[config.mk]
export PLATFORM = sky130hd
export DESIGN_NAME = duty_level_ctrl_flat
export DESIGN_NICKNAME = d
export VERILOG_FILES = /design/src/rtl/amp_pkg.sv /design/src/rtl/duty_level_ctrl_if.sv /design/src/rtl/button_debounce.sv /design/src/rtl/duty_level_ctrl.sv /design/src/flat_wrapper.sv
export SDC_FILE = /design/constraint.sdc
export NUM_CORES = 1
export LEC_CHECK = 0
export CAP_MARGIN = 0
export CORE_ASPECT_RATIO = 1.4
export CORE_UTILIZATION = 25
export DETAILED_ROUTE_END_ITERATION = 10
export PLACE_DENSITY = 0.49
export SLEW_MARGIN = 20
export SYNTH_ARGS = -nofsm -noshare
export SYNTH_HDL_FRONTEND = slang
export SYNTH_SLANG_ARGS = --single-unit
[constraint.sdc]
create_clock -name clk -period 4.9 [get_ports clk]
set_input_delay 0.98 -clock clk [delete_from_list [all_inputs] [get_ports clk]]
set_output_delay 0.98 -clock clk [all_outputs]
set_load 0.05 [all_outputs]
[src/rtl/amp_pkg.sv]
// Shared types for the duty level control stage.
// Debouncer state encoding and button index constants.
package amp_pkg;

   typedef enum logic [1:0] {
      RELEASED,
      PRESS_WAIT,
      HELD,
      RELEASE_WAIT
   } deb_state_t;

   localparam int BTN_DOWN = 0;
   localparam int BTN_UP   = 1;

endpackage

[src/rtl/duty_level_ctrl_if.sv]
// Control-side bundle between panel/PWM and the duty level stage.
// master drives buttons/enable/period strobe, slave returns duty and leds.
interface duty_level_ctrl_if #(
   parameter int N = 4
);
   logic         ena;
   logic [1:0]   buttons;
   logic         pwm_step;
   logic [N-1:0] duty;
   logic [1:0]   leds;

   modport master (
      output ena,
      output buttons,
      output pwm_step,
      input  duty,
      input  leds
   );

   modport slave (
      input  ena,
      input  buttons,
      input  pwm_step,
      output duty,
      output leds
   );
endinterface

[src/rtl/button_debounce.sv]
// One push-button: 2-FF synchroniser, debounce FSM, 1-cycle press pulse.
// Optional hold-to-repeat pulses when DUTY_AUTOREPEAT_EN is defined.
module button_debounce
   import amp_pkg::*;
#(
   parameter int DEBOUNCE_TICKS = 12000,
   parameter int REPEAT_TICKS   = 3000000
) (
   input  logic clk,
   input  logic rst,
   input  logic btn,
   output logic press
);

   localparam int CW = $clog2(DEBOUNCE_TICKS + 1);
   localparam logic [CW-1:0] LAST = CW'(DEBOUNCE_TICKS - 1);

   logic [1:0]   sync_ff;
   logic         s;
   deb_state_t   state;
   logic [CW-1:0] cnt;
   logic         press_q;

   assign s     = sync_ff[1];
   assign press = press_q;

   // bring the raw button into the clk domain
   always_ff @(posedge clk or negedge rst) begin
      if (!rst) sync_ff <= 2'b00;
      else      sync_ff <= {sync_ff[0], btn};
   end

`ifdef DUTY_AUTOREPEAT_EN
   localparam int RW = $clog2(REPEAT_TICKS + 1);
   localparam logic [RW-1:0] RLAST = RW'(REPEAT_TICKS - 1);

   logic [RW-1:0] rep;

   // debounce FSM with hold-to-repeat pulses while HELD
   always_ff @(posedge clk or negedge rst) begin
      if (!rst) begin
         state   <= RELEASED;
         cnt     <= '0;
         rep     <= '0;
         press_q <= 1'b0;
      end else begin
         press_q <= 1'b0;
         unique case (state)
            RELEASED: begin
               if (s) begin
                  state <= PRESS_WAIT;
                  cnt   <= CW'(1);
               end
            end
            PRESS_WAIT: begin
               if (!s) begin
                  state <= RELEASED;
                  cnt   <= '0;
               end else if (cnt == LAST) begin
                  state   <= HELD;
                  cnt     <= '0;
                  rep     <= '0;
                  press_q <= 1'b1;
               end else begin
                  cnt <= cnt + 1'b1;
               end
            end
            HELD: begin
               if (!s) begin
                  state <= RELEASE_WAIT;
                  cnt   <= CW'(1);
                  rep   <= '0;
               end else if (rep == RLAST) begin
                  rep     <= '0;
                  press_q <= 1'b1;
               end else begin
                  rep <= rep + 1'b1;
               end
            end
            RELEASE_WAIT: begin
               if (s) begin
                  state <= HELD;
                  cnt   <= '0;
               end else if (cnt == LAST) begin
                  state <= RELEASED;
                  cnt   <= '0;
               end else begin
                  cnt <= cnt + 1'b1;
               end
            end
            default: begin
               state <= RELEASED;
               cnt   <= '0;
            end
         endcase
      end
   end
`else
   // debounce FSM, one pulse per accepted press
   always_ff @(posedge clk or negedge rst) begin
      if (!rst) begin
         state   <= RELEASED;
         cnt     <= '0;
         press_q <= 1'b0;
      end else begin
         press_q <= 1'b0;
         unique case (state)
            RELEASED: begin
               if (s) begin
                  state <= PRESS_WAIT;
                  cnt   <= CW'(1);
               end
            end
            PRESS_WAIT: begin
               if (!s) begin
                  state <= RELEASED;
                  cnt   <= '0;
               end else if (cnt == LAST) begin
                  state   <= HELD;
                  cnt     <= '0;
                  press_q <= 1'b1;
               end else begin
                  cnt <= cnt + 1'b1;
               end
            end
            HELD: begin
               if (!s) begin
                  state <= RELEASE_WAIT;
                  cnt   <= CW'(1);
               end
            end
            RELEASE_WAIT: begin
               if (s) begin
                  state <= HELD;
                  cnt   <= '0;
               end else if (cnt == LAST) begin
                  state <= RELEASED;
                  cnt   <= '0;
               end else begin
                  cnt <= cnt + 1'b1;
               end
            end
            default: begin
               state <= RELEASED;
               cnt   <= '0;
            end
         endcase
      end
   end
`endif

endmodule

[src/rtl/duty_level_ctrl.sv]
// Duty level control: debounced up/down buttons step a saturating level,
// handed to the PWM only on pwm_step. Optional macro: DUTY_AUTOREPEAT_EN.
module duty_level_ctrl
   import amp_pkg::*;
#(
   parameter int N              = 4,
   parameter int DEBOUNCE_TICKS = 12000,
   parameter int RESET_LEVEL    = 8,
   parameter int REPEAT_TICKS   = 3000000
) (
   input logic               clk,
   input logic               rst,
   duty_level_ctrl_if.slave  bus
);

   localparam logic [N-1:0] MAX_LVL = {N{1'b1}};
   localparam logic [N-1:0] RST_LVL = N'(RESET_LEVEL);

   if (RESET_LEVEL > (2**N) - 1 || RESET_LEVEL < 0 ||
       DEBOUNCE_TICKS < 2 || REPEAT_TICKS < 1) begin : g_bad_cfg
      $error("duty_level_ctrl: illegal parameter set");
   end

   logic         press_up;
   logic         press_dn;
   logic [N-1:0] level;
   logic [N-1:0] duty_q;
   logic [1:0]   leds_q;
   logic         step_up;
   logic         step_dn;

   button_debounce #(
      .DEBOUNCE_TICKS (DEBOUNCE_TICKS),
      .REPEAT_TICKS   (REPEAT_TICKS)
   ) u_deb_up (
      .clk   (clk),
      .rst   (rst),
      .btn   (bus.buttons[BTN_UP]),
      .press (press_up)
   );

   button_debounce #(
      .DEBOUNCE_TICKS (DEBOUNCE_TICKS),
      .REPEAT_TICKS   (REPEAT_TICKS)
   ) u_deb_dn (
      .clk   (clk),
      .rst   (rst),
      .btn   (bus.buttons[BTN_DOWN]),
      .press (press_dn)
   );

   assign step_up = bus.ena & press_up & ~press_dn & (level != MAX_LVL);
   assign step_dn = bus.ena & press_dn & ~press_up & (level != '0);

   // saturating level; presses while disabled are dropped
   always_ff @(posedge clk or negedge rst) begin
      if (!rst)         level <= RST_LVL;
      else if (step_up) level <= level + 1'b1;
      else if (step_dn) level <= level - 1'b1;
   end

   // duty shadow register, loaded only at PWM period start
   always_ff @(posedge clk or negedge rst) begin
      if (!rst)              duty_q <= RST_LVL;
      else if (bus.pwm_step) duty_q <= bus.ena ? level : '0;
   end

   // status leds follow the level one cycle later
   always_ff @(posedge clk or negedge rst) begin
      if (!rst) leds_q <= {RST_LVL == MAX_LVL, RST_LVL == '0};
      else      leds_q <= {level == MAX_LVL, level == '0};
   end

   assign bus.duty = duty_q;
   assign bus.leds = leds_q;

endmodule
[src/flat_wrapper.sv]
// flat-port wrapper written by rule: the top's interface ports become plain ports
module duty_level_ctrl_flat import amp_pkg::*;
#(
   parameter int N              = 4,
   parameter int DEBOUNCE_TICKS = 12000,
   parameter int RESET_LEVEL    = 8,
   parameter int REPEAT_TICKS   = 3000000
)
  (clk, rst, bus_ena, bus_buttons, bus_pwm_step, bus_duty, bus_leds);
  duty_level_ctrl_if #(.N(N)) bus_i ();
  input logic clk;
  input logic rst;
  input wire logic [$bits(bus_i.ena)-1:0] bus_ena;
  input wire logic [$bits(bus_i.buttons)-1:0] bus_buttons;
  input wire logic [$bits(bus_i.pwm_step)-1:0] bus_pwm_step;
  output wire logic [$bits(bus_i.duty)-1:0] bus_duty;
  output wire logic [$bits(bus_i.leds)-1:0] bus_leds;
  assign bus_i.ena = bus_ena;
  assign bus_i.buttons = bus_buttons;
  assign bus_i.pwm_step = bus_pwm_step;
  assign bus_duty = bus_i.duty;
  assign bus_leds = bus_i.leds;
  duty_level_ctrl #(.N(N), .DEBOUNCE_TICKS(DEBOUNCE_TICKS), .RESET_LEVEL(RESET_LEVEL), .REPEAT_TICKS(REPEAT_TICKS)) u_core (.clk(clk), .rst(rst), .bus(bus_i));
endmodule
==> qor.txt <==
YS warnings -> 0
Hold-fix buffers, CTS -> 0
Clk_skew -> 0.00985 ns
Sequential area share after synthesis -> 45.8%
Setup crit start kind -> input port
Worst Path Max Fanout -> 7
Most instantiated library cell after synthesis -> dfrtp_1
Grt total ovfl -> 0
Fin crit share -> 59.2%
Routability cong. -> 0.766
Post-route DRC -> 0
First-pass GRT wire length -> 9930 µm
Int Pwr -> 0.718 mW
Crit. End Element -> flop
# IOs -> 12
Tightest Pin Transition -> 0.838 ns
Hold Crit Class -> reg -> reg
FF-to-FF setup slack -> 2.44 ns
Post-synth top flop -> dfrtp_1
Placed Instances -> 392
Critical path buffer and inverter count -> 2
Compound-cell area share of the yosys netlist -> 17.0%
Psw -> 0.288 mW
Logic pwr share -> 15.7%
Clock share of power -> 39.7%
CP Class -> in -> reg
Synth Area in Adders -> 3.62%
Post-CTS resize count -> 0
Layout area overhead -> 14.9%
Routed wire length -> 5780 µm
Instance count on the critical path -> 8
Largest family of logic cells by synthesized area -> simple AND/OR/NAND/NOR gates
Syn avg cell area -> 10.3 µm²
CTS Buffer Depth -> 2
Tot Pwr -> 1.01 mW
Yosys cell types -> 54
Most frequent cells after synthesis -> 46 x dfrtp_1, 20 x nand3_1, 15 x nor4_1
XOR/XNOR Fraction of Synth Area -> 2.33%
Total of max-cap violations -> 0
Core footprint -> 10100 µm²
Layout Nets -> 277
Cell breakdown of the critical path -> clkdlybuf4s50_1, nor4bb_1, inv_1, ha_1, a21o_1, a21oi_1, mux2i_1, xnor2_1
CTS tree -> yes
H-tree levels -> 2
Root buffer cell -> clkbuf_16
Drt pass-1 iters -> 7
Die area -> 10900 µm²
Syn Std Cell Area -> 2630 µm²
Critical path data required time -> 5.13 ns
GRT Overall Usage -> 11.6%
Drt initial violations -> 77
Post-route design area -> 3020 µm²
Hold path cells -> 0
Sequential power share -> 44.6%
Routed len/inst -> 14.4 µm
Setup bufs post-CTS -> 0
Row count -> 43
Lkg Pwr -> 1.17 nW
Final TNS setup -> 0 ns
Synth Net Count -> 268
Reg2Reg Depth -> 5
Reg clk slew, reported paths -> 0.07 ns
Largest net degree at the start of global routing -> 49
Maximum clock rate -> 345 MHz
Hold Vio Cnt, Final -> 0
Synth top area share -> 43.8%
Die height -> 123 µm
Antenna violations before repair -> 0
RSZ-0062 raised after global routing -> no
Post-synth EDFFs -> 0
Post-DRT Antenna Nets -> 0
Slew margin rel. -> 43.7%
Clk_lat worst skew -> 0.29 ns
Sw Share -> 28.7%
Critical path arrival -> 3.12 ns
Num CTS Buffers -> 5
Post-synth ARST share -> 100%
Max Slew Vio Count -> 0
Number of synthesized register bits -> 48
Non-filler instance count after layout -> 400
Fill cell count -> 1061
Ratio of cells with drive above 1 in the final layout -> 10.6%
Synth Area in Simple Gates -> 24.6%
I/O Buffers -> 11
Mux share of post-synthesis cell area -> 2.09%
Detailed placement HPWL -> 4000 µm
Antenna cells -> 0
Power density of the placed cells -> 333 nW/µm²
Crit path max-delay family -> buffers and inverters
VDD IR max -> 0.000161 V
Synth Instances -> 255
Initial core utilization -> 26.1%
Final worst path period need -> 2.90 ns
Die X-Extent -> 88.7 µm
DR vias/cell -> 5.18
Crit path largest cell delay -> 0.59 ns
Cell taking the most area after synthesis -> dfrtp_1
Vias in the first global route -> 2123
Area after DPL -> 2850 µm²
CTS Sinks -> 48
Synth area leaders -> dfrtp_1 44%, nand3_1 3.8%, nor4_1 3.6%, ha_1 2.9%, o21ai_0 2.3%
Setup-failing EPs final -> 0
Status -> complete, no violations
Slowest CP cell -> clkdlybuf4s50_1
Via count -> 2072
[path summary, 6_finish.rpt]
kind / from / to
setup / recovery: bus_ena / u_core.level[3]$_DFFE_PN1P_
hold / removal: u_core.u_deb_up.sync_ff[0]$_DFF_PN0_ / u_core.u_deb_up.sync_ff[1]$_DFF_PN0_
setup reg to reg: u_core.u_deb_dn.cnt[2]$_DFFE_PN0P_ / u_core.u_deb_dn.cnt[12]$_DFFE_PN0P_
hold reg to reg: u_core.u_deb_up.sync_ff[0]$_DFF_PN0_ / u_core.u_deb_up.sync_ff[1]$_DFF_PN0_
max in group asynchronous: rst / u_core.u_deb_up.cnt[1]$_DFFE_PN0P_
min in group asynchronous: rst / u_core.bus.duty[1]$_DFFE_PN0P_
[cells in the final DEF, fill, tap and decap left out, types with 3 or more instances in the layout]
cell type / Yosys / final
nand3_1: 20 / 20
o311ai_0: 5 / 5
or4_1: 6 / 6
o21a_1: 7 / 7
o21ai_0: 12 / 12
xor2_1: 4 / 4
nand4b_1: 3 / 3
ha_1: 6 / 6
o31ai_1: 8 / 8
nor3_1: 7 / 7
nor2_1: 6 / 6
xnor2_1: 3 / 3
a22o_1: 6 / 6
nor3b_1: 5 / 5
inv_1: 11 / 11
and3_1: 3 / 3
clkdlybuf4s50_1: 0 / 10
or3_1: 4 / 4
nand2_1: 12 / 12
clkbuf_16: 0 / 5
dfrtp_1: 46 / 46
a21o_1: 3 / 3
a31oi_1: 9 / 9
nor4_1: 15 / 14
a221o_1: 3 / 3
mux2_2: 4 / 4
nand2b_1: 3 / 3
[cell families (layout without fill, tap and decap cells)]
kind of cell             count (synthesis)  in the layout
AND/OR/NAND/NOR                        104            104
adder cells (fa/ha/maj)                  7              7
flip-flops                              48             48
multiplexers                             5              5
buffers and inverters                   22             32
XOR/XNOR                                 7              7
AO/OA/AOI/OAI                           62             62
[final cells by class]
class                   count  area (µm²)  share of cell area [%]
flip-flops and latches     48        1200                    39.9
well taps                 135         169                    5.59
multi-input cells         185        1310                    43.5
repair buffers             13         120                    3.98
clock buffers               5         125                    4.14
inverters                  11        41.3                    1.37
clock inverters             3        47.5                    1.57
[per-layer routing]
metal | share of wire [%] | global-route usage (%)
met3 | 2.9 | 2.20
met4 | 1.5 | 4.33
met1 | 44 | 13.3
met2 | 52 | 21.0
met5 | 0 | 0
[power groups by stage]
stage	sequential (mW)	combinational (mW)	clock [mW]
2_1_floorplan	0.448	0.121	0
3_5_place_dp	0.456	0.161	0
5_1_grt	0.453	0.178	0.427
3_3_place_gp	0.454	0.158	0
6_report	0.449	0.158	0.399
4_1_cts	0.448	0.162	0.413
[registers in the layout (all words and copies together), names as in the netlist, named ones only]
register                 cells
u_core.u_deb_dn.state        1
u_core.level                 4
u_core.u_deb_dn.press        1
u_core.u_deb_dn.cnt         14
u_core.u_deb_up.cnt         14
u_core.bus.duty              4
u_core.u_deb_up.sync_ff      2
u_core.u_deb_up.state        1
u_core.u_deb_dn.sync_ff      2
u_core.u_deb_up.press        1
u_core.bus.leds              2
[per-stage QoR]
step	hold WS (ns)	util [%]	setup WS [ns]
after CTS	0.350	30.0	1.98
after detailed placement	0.335	28.3	1.67
after floorplan	0.331	-	2.46
after global placement	0.333	28.3	1.72
final	0.348	30.0	2.00
after global routing	0.376	30.0	1.82
(Power assumes the default switching activity.)
